### src/rtl/ps2_tx.sv
// ps2_tx: PS/2 host-to-device command transmitter with request-to-send,
// odd parity, device ACK check and inter-edge timeout.
module ps2_tx #(
    parameter int INHIBIT_CYCLES = 12000,
    parameter int TIMEOUT_CYCLES = 1500000
) (
    input  logic       clk_i,
    input  logic       rst_i,
    input  logic       ps2_clk_i,
    input  logic       ps2_data_i,
    input  logic [7:0] tx_data_i,
    input  logic       tx_valid_i,
    output logic       tx_ready_o,
    output logic       ps2_clk_oe_o,
    output logic       ps2_data_oe_o,
    output logic       done_o,
    output logic       err_o
);
    localparam int IW = $clog2(INHIBIT_CYCLES + 1);
    localparam int TW = $clog2(TIMEOUT_CYCLES + 1);
    localparam logic [IW-1:0] INH_LAST = IW'(INHIBIT_CYCLES - 1);
    localparam logic [TW-1:0] TMO_LAST = TW'(TIMEOUT_CYCLES - 1);

    typedef enum logic [2:0] {IDLE, INHIBIT, RTS, SEND, ACK, WAIT_IDLE, DONE, ERR} state_t;

    state_t        state_q, state_d;
    logic [1:0]    clk_sync_q, data_sync_q;
    logic          clk_prev_q;
    logic [IW-1:0] inh_q, inh_d;
    logic [TW-1:0] tmo_q, tmo_d;
    logic [3:0]    bit_q, bit_d;
    logic [9:0]    frame_q, frame_d;
    logic          data_oe_q, data_oe_d;
    logic          clk_s, data_s, fall, busy;

    assign clk_s  = clk_sync_q[1];
    assign data_s = data_sync_q[1];
    assign fall   = clk_prev_q & ~clk_s;
    assign busy   = state_q inside {SEND, ACK, WAIT_IDLE};

    always_comb begin
        state_d   = state_q;
        inh_d     = inh_q;
        tmo_d     = busy ? (fall ? '0 : tmo_q + 1'b1) : tmo_q;
        bit_d     = bit_q;
        frame_d   = frame_q;
        data_oe_d = data_oe_q;
        case (state_q)
            IDLE: if (tx_valid_i) begin
                frame_d = {1'b1, ~^tx_data_i, tx_data_i};
                inh_d   = '0;
                state_d = INHIBIT;
            end
            INHIBIT: begin
                inh_d = inh_q + 1'b1;
                if (inh_q == INH_LAST) begin
                    data_oe_d = 1'b1;
                    state_d   = RTS;
                end
            end
            RTS: begin
                tmo_d   = '0;
                bit_d   = '0;
                state_d = SEND;
            end
            // frame_q holds data LSB first, then parity, then stop
            SEND: if (fall) begin
                data_oe_d = ~frame_q[bit_q];
                bit_d     = bit_q + 1'b1;
                if (bit_q == 4'd9) state_d = ACK;
            end
            ACK: if (fall) begin
                bit_d   = bit_q + 1'b1;
                state_d = data_s ? ERR : WAIT_IDLE;
            end
            WAIT_IDLE: if (clk_s && data_s) state_d = DONE;
            default: begin
                data_oe_d = 1'b0;
                state_d   = IDLE;
            end
        endcase
        if (busy && !fall && tmo_q == TMO_LAST) begin
            data_oe_d = 1'b0;
            state_d   = ERR;
        end
    end

    always_ff @(posedge clk_i or negedge rst_i) begin
        if (!rst_i) begin
            state_q     <= IDLE;
            clk_sync_q  <= 2'b11;
            data_sync_q <= 2'b11;
            clk_prev_q  <= 1'b1;
            inh_q       <= '0;
            tmo_q       <= '0;
            bit_q       <= '0;
            frame_q     <= '0;
            data_oe_q   <= 1'b0;
        end else begin
            state_q     <= state_d;
            clk_sync_q  <= {clk_sync_q[0], ps2_clk_i};
            data_sync_q <= {data_sync_q[0], ps2_data_i};
            clk_prev_q  <= clk_s;
            inh_q       <= inh_d;
            tmo_q       <= tmo_d;
            bit_q       <= bit_d;
            frame_q     <= frame_d;
            data_oe_q   <= data_oe_d;
        end
    end

    assign tx_ready_o    = state_q == IDLE;
    assign ps2_clk_oe_o  = state_q inside {INHIBIT, RTS};
    assign ps2_data_oe_o = data_oe_q;
    assign done_o        = state_q == DONE;
    assign err_o         = state_q == ERR;
endmodule

### config.mk
export PLATFORM = sky130hd
export DESIGN_NAME = ps2_tx
export DESIGN_NICKNAME = d
export VERILOG_FILES = /design/src/rtl/ps2_tx.sv
export SDC_FILE = /design/constraint.sdc
export NUM_CORES = 1
export LEC_CHECK = 0
export ABC_AREA = 0
export CORE_ASPECT_RATIO = 1.25
export CORE_UTILIZATION = 40
export DETAILED_ROUTE_END_ITERATION = 16
export PLACE_DENSITY_LB_ADDON = 0.15
export REMOVE_ABC_BUFFERS = 1
export SYNTH_ARGS = -nofsm -noshare
export SYNTH_HDL_FRONTEND = slang
export SYNTH_SLANG_ARGS = --single-unit
### constraint.sdc
create_clock -name clk_i -period 1.6 [get_ports clk_i]
set_clock_uncertainty 0.15 [all_clocks]
set_input_delay 0.32 -clock clk_i [delete_from_list [all_inputs] [get_ports clk_i]]
set_output_delay 0.32 -clock clk_i [all_outputs]
set_load 0.005 [all_outputs]
==> qor.csv, run 1 <==
stage,metric,value,unit
clocking,clock tree from TritonCTS,yes,
yosys,leading post-synthesis cells by cell area,"dfrtp_1, o21ai_0, dfstp_2",
worst_setup_path,"critical path fanouts, max",5,
layout,Post-Layout Cell Count,539,
detailed_routing,DRC violations left,0,
timing,worst slew pin tran,0.3977,ns
detailed_routing,Antenna Violating Nets Remaining,0,
power_and_ir_drop,net switching fraction of the power,0.2416,
timing,worst max-slew margin expressed relative to the limit,0.7311,
layout,total of fill cells in the finished design,575,
yosys,cell type contributing the most total cell area after synthesis,dfrtp_1,
clocking,number of clock sinks,58,
yosys,unique cell type count in the Yosys netlist,48,
yosys,number of flops mapped to enable cells by yosys,0,
clocking,clock latency of the later-clocked register in the worst-skew pair,0.35,ns
global_routing,first-pass GRT wire length,14.05,mm
yosys,primary flip-flop cell chosen by synthesis mapping,dfrtp_1,
hold_path,Hold Crit Depth,0,
global_routing,number of global-route vias before repair,3007,
power_and_ir_drop,P_int,0.002257,W
layout,Final #Nets,459,
yosys,sequential fraction of the synthesis area,0.4698,
worst_setup_path,crit end category,flip-flop,
worst_setup_path,Worst Reg-to-Reg Cells,7,
place,routability congestion estimate,0.8210,
power_and_ir_drop,worst vdd rail ir drop,0.5813,mV
power_and_ir_drop,static leakage,2.240,nW
yosys,post-synthesis async set-or-reset flop share,1.000,
worst_setup_path,required time at the endpoint of the critical path,1.73,ns
place,cell count after placement,490,
layout,Area Overhead vs Synth,57.14,%
worst_setup_path,origin of the worst setup path,state_q[2]$_DFFE_PN0P_,
place,Post-DP HPWL,5.420,mm
status,run status,finished with violations,
detailed_routing,Vias per Instance,5.573,
global_routing,global route total overflow,0,
detailed_routing,total number of vias,3004,
worst_setup_path,kind of critical path,reg2reg,
floorplanning,Die Ht,100.5,um
timing,Final Critical Period,1.840,ns
power_and_ir_drop,share of power burned in combinational logic,0.043,
yosys,yosys synthesis warning count,0,
detailed_routing,routed wire length per instance,16.96,um
global_routing,initial antenna violation count,0,
floorplanning,placeable core region,0.007445,mm^2
global_routing,maximum number of pins on one net before global-route repair,34,
floorplanning,die boundary width,80.78,um
timing,final cycle utilization of the critical path,1.150,
yosys,Synth Cell Area,0.003103,mm^2
layout,register area,0.001463,mm^2
clocking,H-tree level count,3,
yosys,average instance area after synthesis,9.607,um^2
yosys,Syn Inst Count,323,
timing,unrepaired setup endpoints after global routing,true,
worst_setup_path,start of the worst register-to-register path,state_q[2]$_DFFE_PN0P_,
floorplanning,initial cell density of the core,0.4168,
worst_setup_path,CP startpoint kind,flip-flop,
clocking,clock transition time at the flip-flop clock pins of the worst setup and hold paths,0.07,ns
layout,antenna cells,0,
layout,share of post-route cells with drive strength above 1,0.4676,
timing,number of failing hold endpoints at the final stage,0,
hold_path,critical hold path startpoint,data_sync_q[0]$_DFF_PN1_,
run,max-cap violation count,0,
global_routing,overall track demand over capacity in global routing,0.2316,
worst_setup_path,CP Data Arrival Time,1.97,ns
hold_path,Hold Crit Class,reg2reg,
clocking,clock root buffer,clkbuf_8,
timing,"Setup violations, final",55,
status,failing checks,setup timing,
detailed_routing,Routed WL,9.139,mm
clocking,CTS Buf Count,9,
power_and_ir_drop,clock network fraction of total power,0.460,
power_and_ir_drop,total power per unit cell area,610.4,mW/mm^2
power_and_ir_drop,sequential power share,0.497,
timing,Final Slew Violations,0,
layout,area of the multi-input gates,0.001899,mm^2
yosys,flip-flop and latch count after synthesis,58,
timing,worst-case setup margin in the final layout,-0.2398,ns
timing,Max Clock Freq,543.5,MHz
clocking,"buffers from clock root to sink, at most",2,
detailed_routing,number of detailed-route iterations in the first pass,4,
power_and_ir_drop,switching power,0.0007192,W
place,I/O Buffers,17,
yosys,area share of the largest cell type after synthesis,0.4274,
floorplanning,ports placed on the boundary,18,
layout,final core utilization,0.6550,
floorplanning,row cnt,35,
detailed_routing,count of routing violations after the opening detailed-route iteration,103,
floorplanning,Total Die Area,0.008115,mm^2
==> synth_stat cells (all sizes together), types with 8 or more instances <==
library cell,n
clkbuf,8
dfrtp,53
nand3,19
nor2,15
nand4,16
mux2,10
a21oi,13
o21ai,43
o31ai,8
a31oi,10
buf,11
nand2,31
==> cells in the final DEF (no fill, tap or decap), drive strengths merged, types with 7 or more instances in the layout <==
| cell type | count |
|---|---|
| buf | 109 |
| dfrtp | 53 |
| o21ai | 43 |
| nand2 | 31 |
| nand3 | 19 |
| nand4 | 16 |
| nor2 | 15 |
| a21oi | 13 |
| clkdlybuf4s50 | 11 |
| clkbuf | 11 |
| mux2 | 10 |
| a31oi | 10 |
| o31ai | 8 |
| xnor2 | 7 |
==> state kept, by name (all words and copies together) (netlist names) <==
name           flops
bit_q              4
clk_prev_q         1
clk_sync_q         2
data_sync_q        2
frame_q           10
inh_q             14
ps2_data_oe_o      1
state_q            3
tmo_q             21
==> critical path: stages, from the launching register on <==
cell,delay (ns)
dfrtp_2,0.44
buf_4,0.16
buf_4,0.16
nor2b_4,0.14
o2bb2ai_1,0.14
o2bb2ai_2,0.14
or3_4,0.37
nand3_2,0.08
==> per-layer routing <==
metal / track usage / wire [um] / vias to the layer above
met2: 0.4068 / 4941 / 49
met1: 0.2574 / 3741 / 1489
met3: 0.04525 / 191 / 20
met4: 0.1319 / 265 / 0
met5: 0 / 0 / -
li1: - / - / 1446
==> power groups by stage <==
| stage | logic [W] | registers, W | clock network, W |
|---|---|---|---|
| global route | 0.000140 | 0.00148 | 0.00147 |
| detailed placement | 0.000126 | 0.00151 | 0 |
| global placement | 0.000125 | 0.00151 | 0 |
| floorplan | 0.0000327 | 0.00151 | 0 |
| CTS | 0.000129 | 0.00148 | 0.00140 |
| finish | 0.000127 | 0.00148 | 0.00137 |
==> through the flow <==
step	power [W]	setup slack, ns	hold slack (ns)	cell area (um^2)	setup TNS, ns
after detailed placement	0.001633	-0.2426	0.1709	3939	-7.151
after floorplan	0.001540	-0.4909	-0.1256	3018	-12.44
after global placement	0.001632	-0.2522	0.1706	3939	-5.997
after global routing	0.003086	-0.3023	0.2046	4876	-9.954
after CTS	0.003005	-0.2241	0.2079	4543	-5.754
final	0.002976	-0.2398	0.1952	4876	-6.664
==> logic make-up after synthesis <==
logic type | count (synthesis) | share of synthesized area
DFF | 58 | 0.4698
muxes | 16 | 0.05968
xor gates and xnor gates | 10 | 0.02823
buffers and inverters | 23 | 0.03226
and+or+nand+nor | 122 | 0.2214
AOI/OAI and AO/OA | 90 | 0.1726
adders and majority gates | 4 | 0.01613
==> area by class of cell <==
| cell class | instances | share of cell area |
|---|---|---|
| multi-input cells | 242 | 0.3895 |
| flip-flops and latches | 58 | 0.3000 |
| repair buffers | 127 | 0.2443 |
| clock buffers | 9 | 0.02540 |
| well taps | 92 | 0.02361 |
| clock inverters | 7 | 0.01411 |
| inverters | 4 | 0.003079 |
==> worst paths after layout <==
check	end	slack, ns
worst min-delay path	data_sync_q[1]$_DFF_PN1_	0.20
max in group asynchronous	data_sync_q[0]$_DFF_PN1_	0.70
worst max register to register	state_q[1]$_DFFE_PN0P_	-0.24
min in group asynchronous	bit_q[2]$_DFFE_PN0P_	0.33
worst min register to register	data_sync_q[1]$_DFF_PN1_	0.20
worst max-delay path	state_q[1]$_DFFE_PN0P_	-0.24
==> what timing repair did <==
item,in CTS,in global routing
pin swaps,23,14
hold buffers,1,0
endpoints found under the hold margin,53,0
gates cloned,4,1
setup endpoints to repair,53,56
gates resized for setup,76,68
buffers inserted,18,10
Note: power is estimated with default switching activity, not from simulation.
==> run 2: changes to the inputs <==
--- a/config.mk
+++ b/config.mk
@@ -10,7 +10,6 @@
 export CORE_UTILIZATION = 40
 export DETAILED_ROUTE_END_ITERATION = 16
 export PLACE_DENSITY_LB_ADDON = 0.15
-export REMOVE_ABC_BUFFERS = 1
 export SYNTH_ARGS = -nofsm -noshare
 export SYNTH_HDL_FRONTEND = slang
 export SYNTH_SLANG_ARGS = --single-unit
==> constraint.sdc (replaced) <==
create_clock -name clk_i -period 2.4 [get_ports clk_i]
set_clock_uncertainty 0.15 [all_clocks]
set_input_delay 0.48 -clock clk_i [delete_from_list [all_inputs] [get_ports clk_i]]
set_output_delay 0.48 -clock clk_i [all_outputs]
set_load 0.005 [all_outputs]
==> run 2 against run 1 <==
  * Via count down 17%
  * The flow now finishes without violations
  * Clock power down 43%
  * Critical path depth down 5
  * Final cell count down 18%
  * Sequential share of layout area up 11 points
  * Critical endpoint is now tx_ready_o
  * Largest cell class unchanged
  * Hold slack better by 0.0097 ns
  * Largest power group unchanged
  * Sequential cell count unchanged
==> qor.csv, run 2 (synthesis gave the netlist of run 1 again) <==
stage,metric,value,unit,change
layout,share of post-route cells with drive strength above 1,0.1457,,was 0.4676
layout,area of the multi-input gates,0.001545,mm^2,was 0.001899 mm^2
global_routing,maximum number of pins on one net before global-route repair,39,,was 34
worst_setup_path,origin of the worst setup path,state_q[2]$_DFFE_PN0P_,,unchanged
worst_setup_path,required time at the endpoint of the critical path,1.77,ns,was 1.73 ns
power_and_ir_drop,switching power,0.0004041,W,was 0.0007192 W
worst_setup_path,cells along the critical path,nor3_2 -> clkdlybuf4s50_1,,was buf_4 -> buf_4 -> nor2b_4 -> o2bb2ai_1 -> o2bb2ai_2 -> or3_4 -> nand3_2
place,Post-DP HPWL,4.461,mm,was 5.420 mm
timing,worst slew pin tran,0.5043,ns,was 0.3977 ns
timing,Final Critical Period,2.295,ns,
global_routing,initial antenna violation count,0,,unchanged
timing,Final Slew Violations,0,,unchanged
clocking,clock latency of the later-clocked register in the worst-skew pair,0.33,ns,was 0.35 ns
clocking,clock transition time at the flip-flop clock pins of the worst setup and hold paths,0.06,ns,was 0.07 ns
power_and_ir_drop,worst vdd rail ir drop,0.2133,mV,was 0.5813 mV
layout,max FFs per register,21,,unchanged
detailed_routing,Routed WL,6.404,mm,was 9.139 mm
worst_setup_path,start of the worst register-to-register path,tmo_q[5]$_DFFE_PN0P_,,was state_q[2]$_DFFE_PN0P_
hold_path,critical hold path startpoint,data_sync_q[0]$_DFF_PN1_,,unchanged
layout,total of fill cells in the finished design,717,,was 575
worst_setup_path,Worst Reg-to-Reg Cells,5,,was 7
floorplanning,Total Die Area,0.008115,mm^2,unchanged
timing,unrepaired setup endpoints after global routing,false,,was true
floorplanning,ports placed on the boundary,18,,unchanged
floorplanning,initial cell density of the core,0.4168,,unchanged
floorplanning,die boundary width,80.78,um,unchanged
floorplanning,row cnt,35,,unchanged
clocking,"buffers from clock root to sink, at most",2,,unchanged
place,I/O Buffers,17,,unchanged
hold_path,Hold Crit Depth,0,,unchanged
global_routing,met2 routing resource usage after global routing,0.2934,,was 0.4068
worst_setup_path,CP max stage delay,0.54,ns,was 0.44 ns
clocking,CTS Buf Count,9,,unchanged
worst_setup_path,CP Data Arrival Time,1.66,ns,was 1.97 ns
global_routing,overall track demand over capacity in global routing,0.1793,,was 0.2316
timing,final cycle utilization of the critical path,0.9562,,
timing,number of failing hold endpoints at the final stage,0,,unchanged
detailed_routing,routed wire length per instance,14.49,um,was 16.96 um
layout,largest registers,"tmo_q: 21 flops, inh_q: 14 flops, frame_q: 10 flops",,unchanged
detailed_routing,total number of vias,2502,,was 3004
clocking,number of clock sinks,58,,unchanged
floorplanning,placeable core region,0.007445,mm^2,unchanged
power_and_ir_drop,sequential power share,0.535,,was 0.497
power_and_ir_drop,P_int,0.001440,W,was 0.002257 W
floorplanning,Die Ht,100.5,um,unchanged
timing,sum of negative setup slack,0,ns,was -6.664 ns
power_and_ir_drop,share of power burned in combinational logic,0.039,,was 0.043
hold_path,Hold Crit Class,reg2reg,,unchanged
global_routing,global route total overflow,0,,unchanged
run,max-cap violation count,0,,unchanged
layout,register area,0.001460,mm^2,was 0.001463 mm^2
place,routability congestion estimate,0.7326,,was 0.8210
layout,Area Overhead vs Synth,15.73,%,was 57.14%
timing,"Setup violations, final",0,,was 55
power_and_ir_drop,static leakage,1.537,nW,was 2.240 nW
place,cell count after placement,426,,was 490
global_routing,met1 track demand over resource,0.2218,,was 0.2574
status,run status,finished clean,,was finished with violations
worst_setup_path,crit end category,output pin,,was flip-flop
detailed_routing,number of detailed-route iterations in the first pass,4,,unchanged
detailed_routing,Vias per Instance,5.661,,was 5.573
global_routing,first-pass GRT wire length,11.10,mm,was 14.05 mm
worst_setup_path,CP max stage cell,clkdlybuf4s50_1,,was dfrtp_2
power_and_ir_drop,net switching fraction of the power,0.2191,,was 0.2416
layout,largest reg by FF count,tmo_q,,unchanged
power_and_ir_drop,clock network fraction of total power,0.425,,was 0.460
clocking,clock tree from TritonCTS,yes,,unchanged
layout,antenna cells,0,,unchanged
yosys,number of nets in the synthesized netlist,340,,
timing,worst max-slew margin expressed relative to the limit,0.6638,,was 0.7311
detailed_routing,DRC violations left,0,,unchanged
layout,most frequent standard cell in the layout excluding fill and tap cells,dfrtp_1,,was buf_4
timing,Max Clock Freq,435.8,MHz,
clocking,H-tree level count,3,,unchanged
worst_setup_path,"critical path fanouts, max",14,,was 5
layout,highest-count cells in the layout ignoring fill and taps,"dfrtp_1, o21ai_0, nand2_1",,"was buf_4, dfrtp_1, o21ai_1"
clocking,clock root buffer,clkbuf_8,,unchanged
detailed_routing,Antenna Violating Nets Remaining,0,,unchanged
worst_setup_path,CP startpoint kind,flip-flop,,unchanged
global_routing,GRT Max-Usage Layer,met2,,unchanged
detailed_routing,count of routing violations after the opening detailed-route iteration,106,,was 103
global_routing,met3 GRT Util,0.03529,,was 0.04525
global_routing,number of global-route vias before repair,2424,,was 3007
layout,Post-Layout Cell Count,442,,was 539
layout,Final #Nets,363,,was 459
power_and_ir_drop,total power per unit cell area,513.6,mW/mm^2,was 610.4 mW/mm^2
worst_setup_path,kind of critical path,reg2out,,was reg2reg
[run 2: layout make-up]
cell class	count	share of cell area
Clock buffer	12	0.04321
Clock inverter	3	0.004181
Inverter	4	0.004181
Multi-Input combinational cell	242	0.4303
Sequential cell	58	0.4066
Timing Repair Buffer	31	0.07944
Tap cell	92	0.03206
[run 2: worst paths after layout]
kind	endpoint	slack [ns]
setup / recovery	tx_ready_o	0.11
hold / removal	data_sync_q[1]$_DFF_PN1_	0.20
setup reg to reg	tmo_q[13]$_DFFE_PN0P_	0.43
hold reg to reg	data_sync_q[1]$_DFF_PN1_	0.20
max in group asynchronous	clk_prev_q$_DFF_PN1_	0.96
min in group asynchronous	inh_q[5]$_DFFE_PN0P_	0.49
[run 2: power groups by stage]
stage / combinational, W / sequential [W] / clock [W]
6_report: 0.0000728 / 0.000988 / 0.000784
5_1_grt: 0.0000822 / 0.000987 / 0.000866
4_1_cts: 0.0000766 / 0.000987 / 0.000820
3_5_place_dp: 0.0000744 / 0.00101 / 0
3_3_place_gp: 0.0000742 / 0.00101 / 0
2_1_floorplan: 0.0000223 / 0.00100 / 0
[run 2: metrics by stage]
step	utilization	power (W)	hold slack, ns	instance area, um^2	setup slack (ns)
6_report	0.4824	0.001844	0.2048	3591	0.1052
5_1_grt	0.4824	0.001935	0.2131	3591	0.01129
4_1_cts	0.4820	0.001885	0.2065	3588	0.007887
3_5_place_dp	0.4578	0.001080	0.1969	3408	0.3560
3_3_place_gp	0.4578	0.001080	0.1972	3408	0.3826
2_1_floorplan	-	0.001027	0.03441	3103	0.5951
[run 2: what timing repair did]
action                                 4_1_cts  5_1_grt
hold buffers                                 1        0
buffers inserted                             0        0
gates resized for setup                      0        2
endpoints found under the hold margin       20        0
setup endpoints to repair                    0        3
[run 2: routing by layer]
| layer | routed length [um] | vias up |
|---|---|---|
| li1 | - | 1244 |
| met5 | 0 | - |
| met4 | 98 | 0 |
| met1 | 3029 | 1212 |
| met2 | 3129 | 38 |
| met3 | 146 | 8 |
[run 2: critical path, delay by kind of cell, from the launching register on]
| family | cells | cell delay [ns] |
|---|---|---|
| buffers and inverters | 1 | 0.54 |
| and+or+nand+nor | 1 | 0.29 |
| DFF | 1 | 0.50 |
==> run 3: changes to the inputs <==
--- a/config.mk
+++ b/config.mk
@@ -10,6 +10,7 @@
 export CORE_UTILIZATION = 40
 export DETAILED_ROUTE_END_ITERATION = 16
 export PLACE_DENSITY_LB_ADDON = 0.15
+export SETUP_SLACK_MARGIN = 0.3
 export SYNTH_ARGS = -nofsm -noshare
 export SYNTH_HDL_FRONTEND = slang
 export SYNTH_SLANG_ARGS = --single-unit
==> run 3 against run 2 <==
  * Critical path depth grew 6
  * Final cell count grew 4.1%
  * Sequential power is essentially flat
  * Total power grew 0.31%
  * Combinational power is essentially flat
  * Maximum frequency grew 13%
  * Clock-buffer cell count is the same
==> qor.csv, run 3 (synthesis gave the netlist of run 1 again) <==
stage,metric,value,unit,change
detailed_routing,Routed WL,6.710,mm,was 6.404 mm
timing,number of failing hold endpoints at the final stage,0,,unchanged
timing,final cycle utilization of the critical path,0.8481,,was 0.9562
yosys,number of nets in the synthesized netlist,340,,unchanged
layout,Post-Layout Cell Count,460,,was 442
global_routing,initial antenna violation count,0,,unchanged
place,Post-DP HPWL,4.461,mm,unchanged
global_routing,maximum number of pins on one net before global-route repair,39,,unchanged
worst_setup_path,CP Data Arrival Time,2.10,ns,was 1.66 ns
global_routing,met3 GRT Util,0.03529,,unchanged
clocking,number of clock sinks,58,,unchanged
layout,Area Overhead vs Synth,21.85,%,was 15.73%
global_routing,global route total overflow,0,,unchanged
worst_setup_path,CP startpoint kind,flip-flop,,unchanged
global_routing,number of global-route vias before repair,2458,,was 2424
layout,antenna cells,0,,unchanged
global_routing,met2 routing resource usage after global routing,0.2979,,was 0.2934
global_routing,GRT Max-Usage Layer,met2,,unchanged
place,post-place instance area,0.003408,mm^2,unchanged
layout,Final #Nets,381,,was 363
place,cell count after placement,426,,unchanged
timing,Max Clock Freq,491.3,MHz,was 435.8 MHz
floorplanning,initial cell density of the core,0.4168,,unchanged
clocking,clock latency of the later-clocked register in the worst-skew pair,0.33,ns,about the same
worst_setup_path,WP buf/inv,3,,was 1
worst_setup_path,CP max stage cell,dfrtp_2,,was clkdlybuf4s50_1
timing,worst slew pin tran,0.5120,ns,was 0.5043 ns
power_and_ir_drop,static leakage,1.679,nW,was 1.537 nW
floorplanning,placeable core region,0.007445,mm^2,unchanged
clocking,"buffers from clock root to sink, at most",2,,unchanged
clocking,CTS Buf Count,9,,unchanged
clocking,clock transition time at the flip-flop clock pins of the worst setup and hold paths,0.06,ns,about the same
detailed_routing,Antenna Violating Nets Remaining,0,,unchanged
timing,Final Slew Violations,0,,unchanged
timing,"Setup violations, final",0,,unchanged
clocking,clock tree from TritonCTS,yes,,unchanged
floorplanning,ports placed on the boundary,18,,unchanged
global_routing,met1 track demand over resource,0.2265,,was 0.2218
worst_setup_path,crit end category,flip-flop,,was output pin
layout,most frequent standard cell in the layout excluding fill and tap cells,dfrtp_1,,unchanged
layout,max FFs per register,21,,unchanged
clocking,H-tree level count,3,,unchanged
worst_setup_path,"Top cell by count, worst path",buf_6,,
power_and_ir_drop,worst vdd rail ir drop,0.2176,mV,was 0.2133 mV
worst_setup_path,required time at the endpoint of the critical path,2.46,ns,was 1.77 ns
layout,largest registers,"tmo_q: 21 flops, inh_q: 14 flops, frame_q: 10 flops",,unchanged
power_and_ir_drop,total power per unit cell area,489.3,mW/mm^2,was 513.6 mW/mm^2
worst_setup_path,cell family contributing the most delay on the critical path,simple AND/OR/NAND/NOR gates,,was buffers and inverters
worst_setup_path,CP max stage delay,0.43,ns,was 0.54 ns
detailed_routing,Vias per Instance,5.589,,was 5.661
detailed_routing,number of detailed-route iterations in the first pass,4,,unchanged
detailed_routing,routed wire length per instance,14.59,um,was 14.49 um
detailed_routing,DRC violations left,0,,unchanged
layout,share of post-route cells with drive strength above 1,0.1984,,was 0.1457
detailed_routing,total number of vias,2571,,was 2502
timing,post-route worst hold slack,0.2048,ns,about the same
clocking,clock root buffer,clkbuf_8,,unchanged
place,I/O Buffers,17,,unchanged
timing,sum of negative setup slack,0,ns,unchanged
floorplanning,row cnt,35,,unchanged
timing,unrepaired setup endpoints after global routing,true,,was false
run,max-cap violation count,0,,unchanged
timing,Final Critical Period,2.036,ns,was 2.295 ns
floorplanning,die boundary width,80.78,um,unchanged
place,routability congestion estimate,0.7326,,unchanged
floorplanning,Total Die Area,0.008115,mm^2,unchanged
layout,largest reg by FF count,tmo_q,,unchanged
global_routing,overall track demand over capacity in global routing,0.1821,,was 0.1793
detailed_routing,count of routing violations after the opening detailed-route iteration,102,,was 106
worst_setup_path,cells along the critical path,buf_6 -> buf_8 -> buf_6 -> nor3b_4 -> and3_2 -> and4_4 -> nand4_1 -> mux2i_1,,was nor3_2 -> clkdlybuf4s50_1
status,run status,finished clean,,unchanged
hold_path,Hold Crit Class,reg2reg,,unchanged
layout,post-route design area,0.003781,mm^2,was 0.003591 mm^2
floorplanning,Die Ht,100.5,um,unchanged
worst_setup_path,kind of critical path,reg2reg,,was reg2out
layout,highest-count cells in the layout ignoring fill and taps,"dfrtp_1, o21ai_0, nand2_1",,unchanged
worst_setup_path,"critical path fanouts, max",5,,was 14
global_routing,first-pass GRT wire length,11.27,mm,was 11.10 mm
timing,worst max-slew margin expressed relative to the limit,0.6587,,was 0.6638
[run 3: final timing paths]
check | from | to | slack, ns | cells after the start
max | state_q[1]$_DFFE_PN0P_ | inh_q[11]$_DFFE_PN0P_ | 0.36 | 8
min | data_sync_q[0]$_DFF_PN1_ | data_sync_q[1]$_DFF_PN1_ | 0.20 | 0
max reg2reg | state_q[1]$_DFFE_PN0P_ | inh_q[11]$_DFFE_PN0P_ | 0.36 | 8
min reg2reg | data_sync_q[0]$_DFF_PN1_ | data_sync_q[1]$_DFF_PN1_ | 0.20 | 0
max in group asynchronous | rst_i | clk_prev_q$_DFF_PN1_ | 0.96 | 3
min in group asynchronous | rst_i | inh_q[5]$_DFFE_PN0P_ | 0.49 | 2
[run 3: area by class of cell]
type / count / area [um^2]
fillers: 702 / 3664
clock inverters: 3 / 15.01
flip-flops and latches: 58 / 1461
inverters: 4 / 15.01
clock buffers: 12 / 155.1
multi-input cells: 242 / 1560
well taps: 92 / 115.1
repair buffers: 49 / 459.2
[run 3: stage by stage]
step	setup WS [ns]	total power, W	util
detailed placement	0.3560	0.001080	0.4578
CTS	0.2679	0.001884	0.4901
global route	0.2807	0.001935	0.5079
finish	0.3645	0.001850	0.5079
floorplan	0.5951	0.001027	-
global placement	0.3826	0.001080	0.4578
[run 3: routing by layer]
| layer | wire length [um] | vias up |
|---|---|---|
| li1 | - | 1279 |
| met1 | 3111 | 1247 |
| met2 | 3308 | 34 |
| met3 | 156 | 11 |
| met4 | 133 | 0 |
| met5 | 0 | - |
[run 3: power breakdown]
group          switching, W  internal [W]
sequential       0.00000200      0.000985
combinational     0.0000380     0.0000350
clock              0.000370      0.000420
[run 3: repair_timing]
item                       4_1_cts  5_1_grt
pin swaps                        1        4
hold buffers                     1        0
resized for setup                6       10
gates cloned                     0        1
hold endpoints to repair        20        0
setup buffers                    7       10
setup endpoints to repair        4       12
[run 3: worst reg2reg max path: cells and delay by family (launching register included)]
family        cells  cell delay, ns
simple gates      4            0.82
buf+inv           3            0.37
mux               1            0.14
flops             1            0.43
